===== config.mk =====
export PLATFORM = sky130hd
export DESIGN_NAME = eth_crc32_engine
export DESIGN_NICKNAME = d
export VERILOG_FILES = /design/src/rtl/eth_pkg.sv /design/src/rtl/eth_crc32_engine.sv
export SDC_FILE = /design/constraint.sdc
export NUM_CORES = 1
export LEC_CHECK = 0
export CORE_ASPECT_RATIO = 0.5
export CORE_MARGIN = 1.5
export CORE_UTILIZATION = 35
export CTS_CLUSTER_DIAMETER = 60
export DETAILED_ROUTE_END_ITERATION = 10
export SYNTH_ARGS = -nofsm -noshare
export SYNTH_HDL_FRONTEND = slang
export SYNTH_SLANG_ARGS = --single-unit

===== constraint.sdc =====
create_clock -name clk -period 2.5 [get_ports clk]
set_input_delay 0.25 -clock clk [delete_from_list [all_inputs] [get_ports clk]]
set_output_delay 0.25 -clock clk [all_outputs]
set_load 0.02 [all_outputs]

===== src/rtl/eth_pkg.sv =====
// Shared Ethernet constants and the byte-wise reflected CRC-32 update.
// Contents: CRC32_POLY (normal form), CRC32_INIT, FCS_BYTES, reflect32(),
//           crc32_update_byte() operating on the reflected (LSB-first) register.
package eth_pkg;

    localparam logic [31:0] CRC32_POLY = 32'h04C11DB7;
    localparam logic [31:0] CRC32_INIT = 32'hFFFFFFFF;
    localparam int          FCS_BYTES  = 4;

    // Bit-reverse a 32-bit word; turns the normal-form polynomial into the
    // constant used by the LSB-first shift register.
    function automatic logic [31:0] reflect32(input logic [31:0] v);
        logic [31:0] r;
        for (int i = 0; i < 32; i++) begin
            r[i] = v[31-i];
        end
        return r;
    endfunction

    // One byte of Ethernet CRC-32. The register is kept in reflected form, so
    // the data byte is XORed into the low bits and the register shifts right;
    // this is what "reflected input" means for the wire bit order.
    function automatic logic [31:0] crc32_update_byte(
        input logic [31:0] crc,
        input logic [7:0]  data,
        input logic [31:0] poly
    );
        logic [31:0] rpoly;
        logic [31:0] c;
        rpoly = reflect32(poly);
        c     = crc ^ {24'h0, data};
        for (int i = 0; i < 8; i++) begin
            c = c[0] ? ((c >> 1) ^ rpoly) : (c >> 1);
        end
        return c;
    endfunction

endpackage


===== src/rtl/eth_crc32_engine.sv =====
// Ethernet CRC-32 state register with byte-wise update.
// Ports: clk, reset (sync, active-high), clear_i (restart at CRC32_INIT after
//        this cycle), en_i/byte_i (fold byte_i into the CRC), crc_o (inverted,
//        reflected CRC including this cycle's byte, i.e. the FCS value).
module eth_crc32_engine
    import eth_pkg::*;
#(
    parameter logic [31:0] POLY = CRC32_POLY
) (
    input  logic        clk,
    input  logic        reset,
    input  logic        clear_i,
    input  logic        en_i,
    input  logic [7:0]  byte_i,
    output logic [31:0] crc_o
);

    logic [31:0] crc_q;
    logic [31:0] crc_upd;
    logic [31:0] crc_d;

    // crc_o looks through the current byte so the top can compare the final
    // CRC in the same cycle the last payload byte is folded in.
    always_comb begin
        crc_upd = en_i ? crc32_update_byte(crc_q, byte_i, POLY) : crc_q;
        crc_d   = clear_i ? CRC32_INIT : crc_upd;
        crc_o   = ~crc_upd;
    end

    always_ff @(posedge clk) begin
        if (reset) begin
            crc_q <= CRC32_INIT;
        end else begin
            crc_q <= crc_d;
        end
    end

endmodule


* Word-level counts from Yosys, hierarchy flattened *
Cells that the tools add are included.

word-level totals
  flip-flop bits (word level) = 32
  latch bits = 0
  memory bits (writable) = 0
  memory bits (read-only) = 0
  input port bits = 12
  output and inout bits = 32
  logic and storage cells = 21
  memories = 0

operators by class
  add/subtract/negate cells = 0
  $mul = 0
  div/mod/pow operators = 0
  magnitude comparators = 0
  equality and inequality tests = 0
  shifts and indexed selects = 0
  multiplexer cells = 9
  bitwise operators = 10
  reduce and logical (&&, ||, !) cells = 1

operators with widths
  operator                                count
  32-bit two-way mux                      9
  13-bit inverter with 14-bit output      8
  32-bit inverter                         1
  32-bit by 8-bit XOR with 32-bit output  1
  2-bit OR reduction                      1

* Depth between registers and ports, before layout *
  depth in word-level cells = 19
  mapped depth = 5
  depth with buffers taken out = 4

* Worst setup path after synthesis *
Ideal clock, no wire load.

  path type = reg2out
  start point = register crc_q[0]
  end point = output port crc_o[19]
  data arrival time = 2020 ps
  data required time = 2250 ps
  slack = 230 ps
  cell stages (with the launch flop) = 5
  buffers on the path = 0
  cell sequence = dfxtp_1 > xor2_2 > xnor3_2 > xnor3_1 > mux2i_1

between the ends
  word-level cells in the longest chain between the ends = 16

RTL lines
  element                                              RTL line                text
  start, declared                                      eth_crc32_engine.sv:18  logic [31:0] crc_q;
  start signal, assigned                               eth_crc32_engine.sv:34  crc_q <= crc_d;
  32-bit by 8-bit XOR with 32-bit output (*)           eth_pkg.sv:31           c = crc ^ {24'h0, data};
  32-bit two-way mux (*) (2 in series)                 eth_pkg.sv:33           c = c[0] ? ((c >> 1) ^ rpoly) : (c >> 1);
  13-bit inverter with 14-bit output (no source line)  n/a
  32-bit two-way mux (*)                               eth_pkg.sv:33
  13-bit inverter with 14-bit output (no source line)  n/a
  32-bit two-way mux (*) (2 in series)                 eth_pkg.sv:33
  13-bit inverter with 14-bit output (no source line)  n/a
  32-bit two-way mux (*)                               eth_pkg.sv:33
  13-bit inverter with 14-bit output (no source line)  n/a
  32-bit two-way mux (*)                               eth_pkg.sv:33
  13-bit inverter with 14-bit output (no source line)  n/a
  32-bit two-way mux (*)                               eth_pkg.sv:33
  32-bit two-way mux (*)                               eth_crc32_engine.sv:25  crc_upd = en_i ? crc32_update_byte(crc_q, byte_i, POLY) : crc_q;
  32-bit inverter (*)                                  eth_crc32_engine.sv:27  crc_o = ~crc_upd;
  end, declared                                        eth_crc32_engine.sv:15  output logic [31:0] crc_o

Mark *: on every way between the ends. The rest lies on a longest branch, timed or not.

* Final worst setup path *
  start point = input port byte_i[7]
  end point = output port crc_o[26]

between the ends
  word-level cells in the longest chain between the ends = 12

RTL lines
  element                                              RTL line                text
  start, declared                                      eth_crc32_engine.sv:14  input logic [7:0] byte_i,
  32-bit by 8-bit XOR with 32-bit output (*)           eth_pkg.sv:31
  32-bit two-way mux (*)                               eth_pkg.sv:33
  13-bit inverter with 14-bit output (no source line)  n/a
  32-bit two-way mux (*) (7 in series)                 eth_pkg.sv:33
  32-bit two-way mux (*)                               eth_crc32_engine.sv:25
  32-bit inverter (*)                                  eth_crc32_engine.sv:27

Marked as above.

==> summary.txt <==
STA
  – Final slew viol count: 0
  – Post-layout min period: 2.44 ns
  – Final Setup Violations: 0
  – Timing-limited maximum frequency: 410 MHz
  – Number of hold-slack violations in the final timing report: 0
  – Slew at the pin closest to its max-slew limit: around 0.46 ns
  – Worst setup margin: approximately 0.06 ns
  – Hold Worst Slack: 0.456 ns
  – Final clock skew: 0.00332 ns
  – Final Cycle Share: about 98%
  – RSZ-0062 raised after global routing: true
  – Normalized max-slew margin: between 60% and 70%

Routing
  – First-iteration detailed-routing DRC count: 80
  – Detailed-router iteration count before antenna repair: 4
  – Drt total wl: 5610 um
  – DRC violation count after routing: 0
  – Average wire per standard cell: 15.3 um
  – Average vias per placed instance: 4.60
  – Routed via count: 1684
  – Antenna viol nets, final: 0

Hold path
  – Hold path depth: 3
  – Worst hold-check path type: in -> reg
  – Hold path startpoint: en_i
  – Hold Path Sink: crc_q[5]$_SDFF_PP1_

Synth
  – Gate Count Post-Synth: around 190
  – Top-count cell post-synth: dfxtp_1
  – Avg Synthesized Cell Area: 12.3 um^2
  – Async set-reset flop share out of synthesis: 0%
  – Synthesis warning total: 0
  – Number of flops mapped to enable cells by yosys: 0
  – Nets in the synthesized netlist: 203
  – Most area-hungry cell type in the Yosys netlist: dfxtp_1
  – Flip-flop cell with the highest count after synthesis: dfxtp_1
  – Share of the synthesized area in the top cell type: 27.2%
  – Synth cell count leaders: 32 x dfxtp_1, 19 x a21oi_1, 18 x xnor3_1
  – Total of flip-flops plus latches after synthesis: 32
  – Distinct cell type count after synthesis: 23
  – Syn Std Cell Area: 2360 um^2
  – Post-synthesis sequential area ratio: 27.2%
  – Top cells by area, synth: dfxtp_1 27%, xnor3_1 17%, xor3_1 10%

Floorplanning
  – Die width: 119 um
  – Area enclosed by the die boundary: about 7300 um^2
  – I/O pin count: between 40 and 50
  – Die height: 61.0 um
  – Placement Rows: 20
  – Starting density of the core: between 30% and 40%
  – Standard cell core area: 6280 um^2

Final layout
  – Share of post-route cells with drive strength above 1: about a third
  – Post-synthesis to final-layout area growth: 42.4%
  – Net count reported at finish: 289
  – Antenna diode instance count: 0
  – Fin area: 3360 um^2
  – Final cell utilization of the core: between 50% and 60%

Clock tree
  – Clock insertion delay at the later pin of the skew report: 0.27 ns
  – CTS max path bufs: 2
  – Clock slew at the register clock pins of the worst setup and hold paths: around 0.050 ns
  – CTS sink cnt: 32
  – Total clock buffers created by CTS: 5
  – H-tree depth reported by CTS: 2
  – TritonCTS clock tree: built
  – CTS root buffer: clkbuf_16

Worst setup path
  – Slowest-stage cell, CP: clkdlybuf4s50_1
  – Buffers plus inverters on the worst setup path: 3
  – Count of cells along the worst register-to-register path: 9
  – Kind of start point of the critical path: input port
  – Data arrival, critical path: between 2 and 2.5 ns
  – Crit Path Class: in -> out
  – CP Capture Type: primary output
  – Worst Path Required: roughly 2.3 ns
  – Dominant delay contributor by cell family on the critical path: buffers and inverters
  – Register-to-register setup slack: 0.62 ns
  – Worst r2r dst: crc_q[30]$_SDFF_PP1_
  – Peak fanout along the critical path: 5
  – Critical path cell sequence: clkdlybuf4s50_1 > xnor2_2 > buf_4 > xnor2_4 > xnor3_1 > a21oi_1 > clkdlybuf4s15_2
  – Stage delay of the slowest cell on the critical path: 0.47 ns
  – Source of the worst register-to-register timing path: crc_q[0]$_SDFF_PP1_

Power and ir drop
  – Clock network fraction of design power: 22.5%
  – Power per cell area: 813 nW/um^2
  – Leak pwr: 1.68 nW
  – Flop pwr share: 21.5%
  – Switching part of the total: 33.8%
  – Power spent charging and discharging nets: 0.921 mW
  – P_int: about 1.8 mW
  – Part of the power in combinational logic: 56.0%
  – Largest vdd supply drop: 349 uV

Global routing
  – Number of antenna violations at the first check in global routing: 0
  – Overall Global Routing Usage: 16.7%
  – First-pass GRT wire length: 8910 um
  – Routing layer with the top usage in global route: met2
  – Met1 global-route usage: 23.6%
  – Maximum number of pins on one net before global-route repair: 31
  – Number of global-route vias before repair: 1707
  – Gr ovfl total: 0
  – Met3 usage in global routing: 3.80%
  – Met2 routing resource usage after global routing: 26.4%

Place
  – Total placed instance area: 3190 um^2
  – Worst setup slack before clock tree synthesis: -0.494 ns
  – DP Wirelength: approximately 4300 um
  – Input/output buffers: 43
  – Weighted congestion at the end of routability-driven global placement: 0.756

Job
  – Max-cap violations: 0

Status
  – Run status: finished clean
[through the flow]
step                TNS (ns)  instances  power, mW
floorplan                  0        191       1.56
global placement       -8.25        356       2.15
detailed placement     -8.64        356       2.16
CTS                        0        365       2.74
global route         -0.0192        366       2.87
finish                     0        366       2.73
[worst max-delay path by stage]
| stage | start | end | slack, ns | cells past startpoint |
|---|---|---|---|---|
| CTS | byte_i[5] | crc_o[22] | 0.003 | 7 |
| finish | byte_i[7] | crc_o[26] | 0.06 | 7 |
| floorplan | crc_q[0]$_SDFF_PP1_ | crc_o[19] | 0.23 | 4 |
| global route | byte_i[6] | crc_o[22] | -0.02 | 7 |
| detailed placement | byte_i[0] | crc_o[25] | -0.49 | 6 |
| global placement | byte_i[0] | crc_o[26] | -0.46 | 9 |
[routing by layer]
metal  up-vias  wire length, um
li1        854                -
met1       794             2920
met2        34             2430
met3         2              239
met4         0               24
met5         -                0
[power by group through the flow]
stage	Clock (mW)	Sequential, mW	Combinational (mW)
2_1_floorplan	0	0.589	0.975
3_3_place_gp	0	0.595	1.56
3_5_place_dp	0	0.597	1.56
4_1_cts	0.630	0.587	1.53
5_1_grt	0.647	0.592	1.63
6_report	0.614	0.587	1.53
[logic make-up after synthesis]
group	after synthesis	share of synthesized area [%]
compound gates	41	12.2
xor+xnor	60	46.1
simple gates	34	7.22
mux	13	5.52
flops	32	27.2
buf+inv	11	1.75
[tightest hold or removal path: stages]
cell and delay (ns):
buf_2 0.13, buf_4 0.19, a211o_1 0.13
[cell usage in the layout (no fill, tap or decap), types with 13 or more instances in the layout]
master and n:
a21oi_1 18, dlygate4sd2_1 13, nand2_1 16, dfxtp_1 31
nor2b_1 16, mux2i_1 13, buf_4 46, xnor3_1 17
a211o_1 16
[area by class of cell]
| type | instances | area (um^2) |
|---|---|---|
| inverter | 1 | 3.75 |
| multi-input combinational | 148 | 1740 |
| tap | 88 | 110 |
| fill | 558 | 2930 |
| timing repair buffer | 89 | 709 |
| clock buffer | 8 | 146 |
| sequential | 32 | 642 |
[timing repair]
item,CTS,global route
setup buffers,1,1
setup endpoints to repair,29,20
hold endpoints to repair,0,0
hold buffers,0,0
gates resized for setup,62,22
pin swaps,5,3
Power figures use the tool's default switching activity.
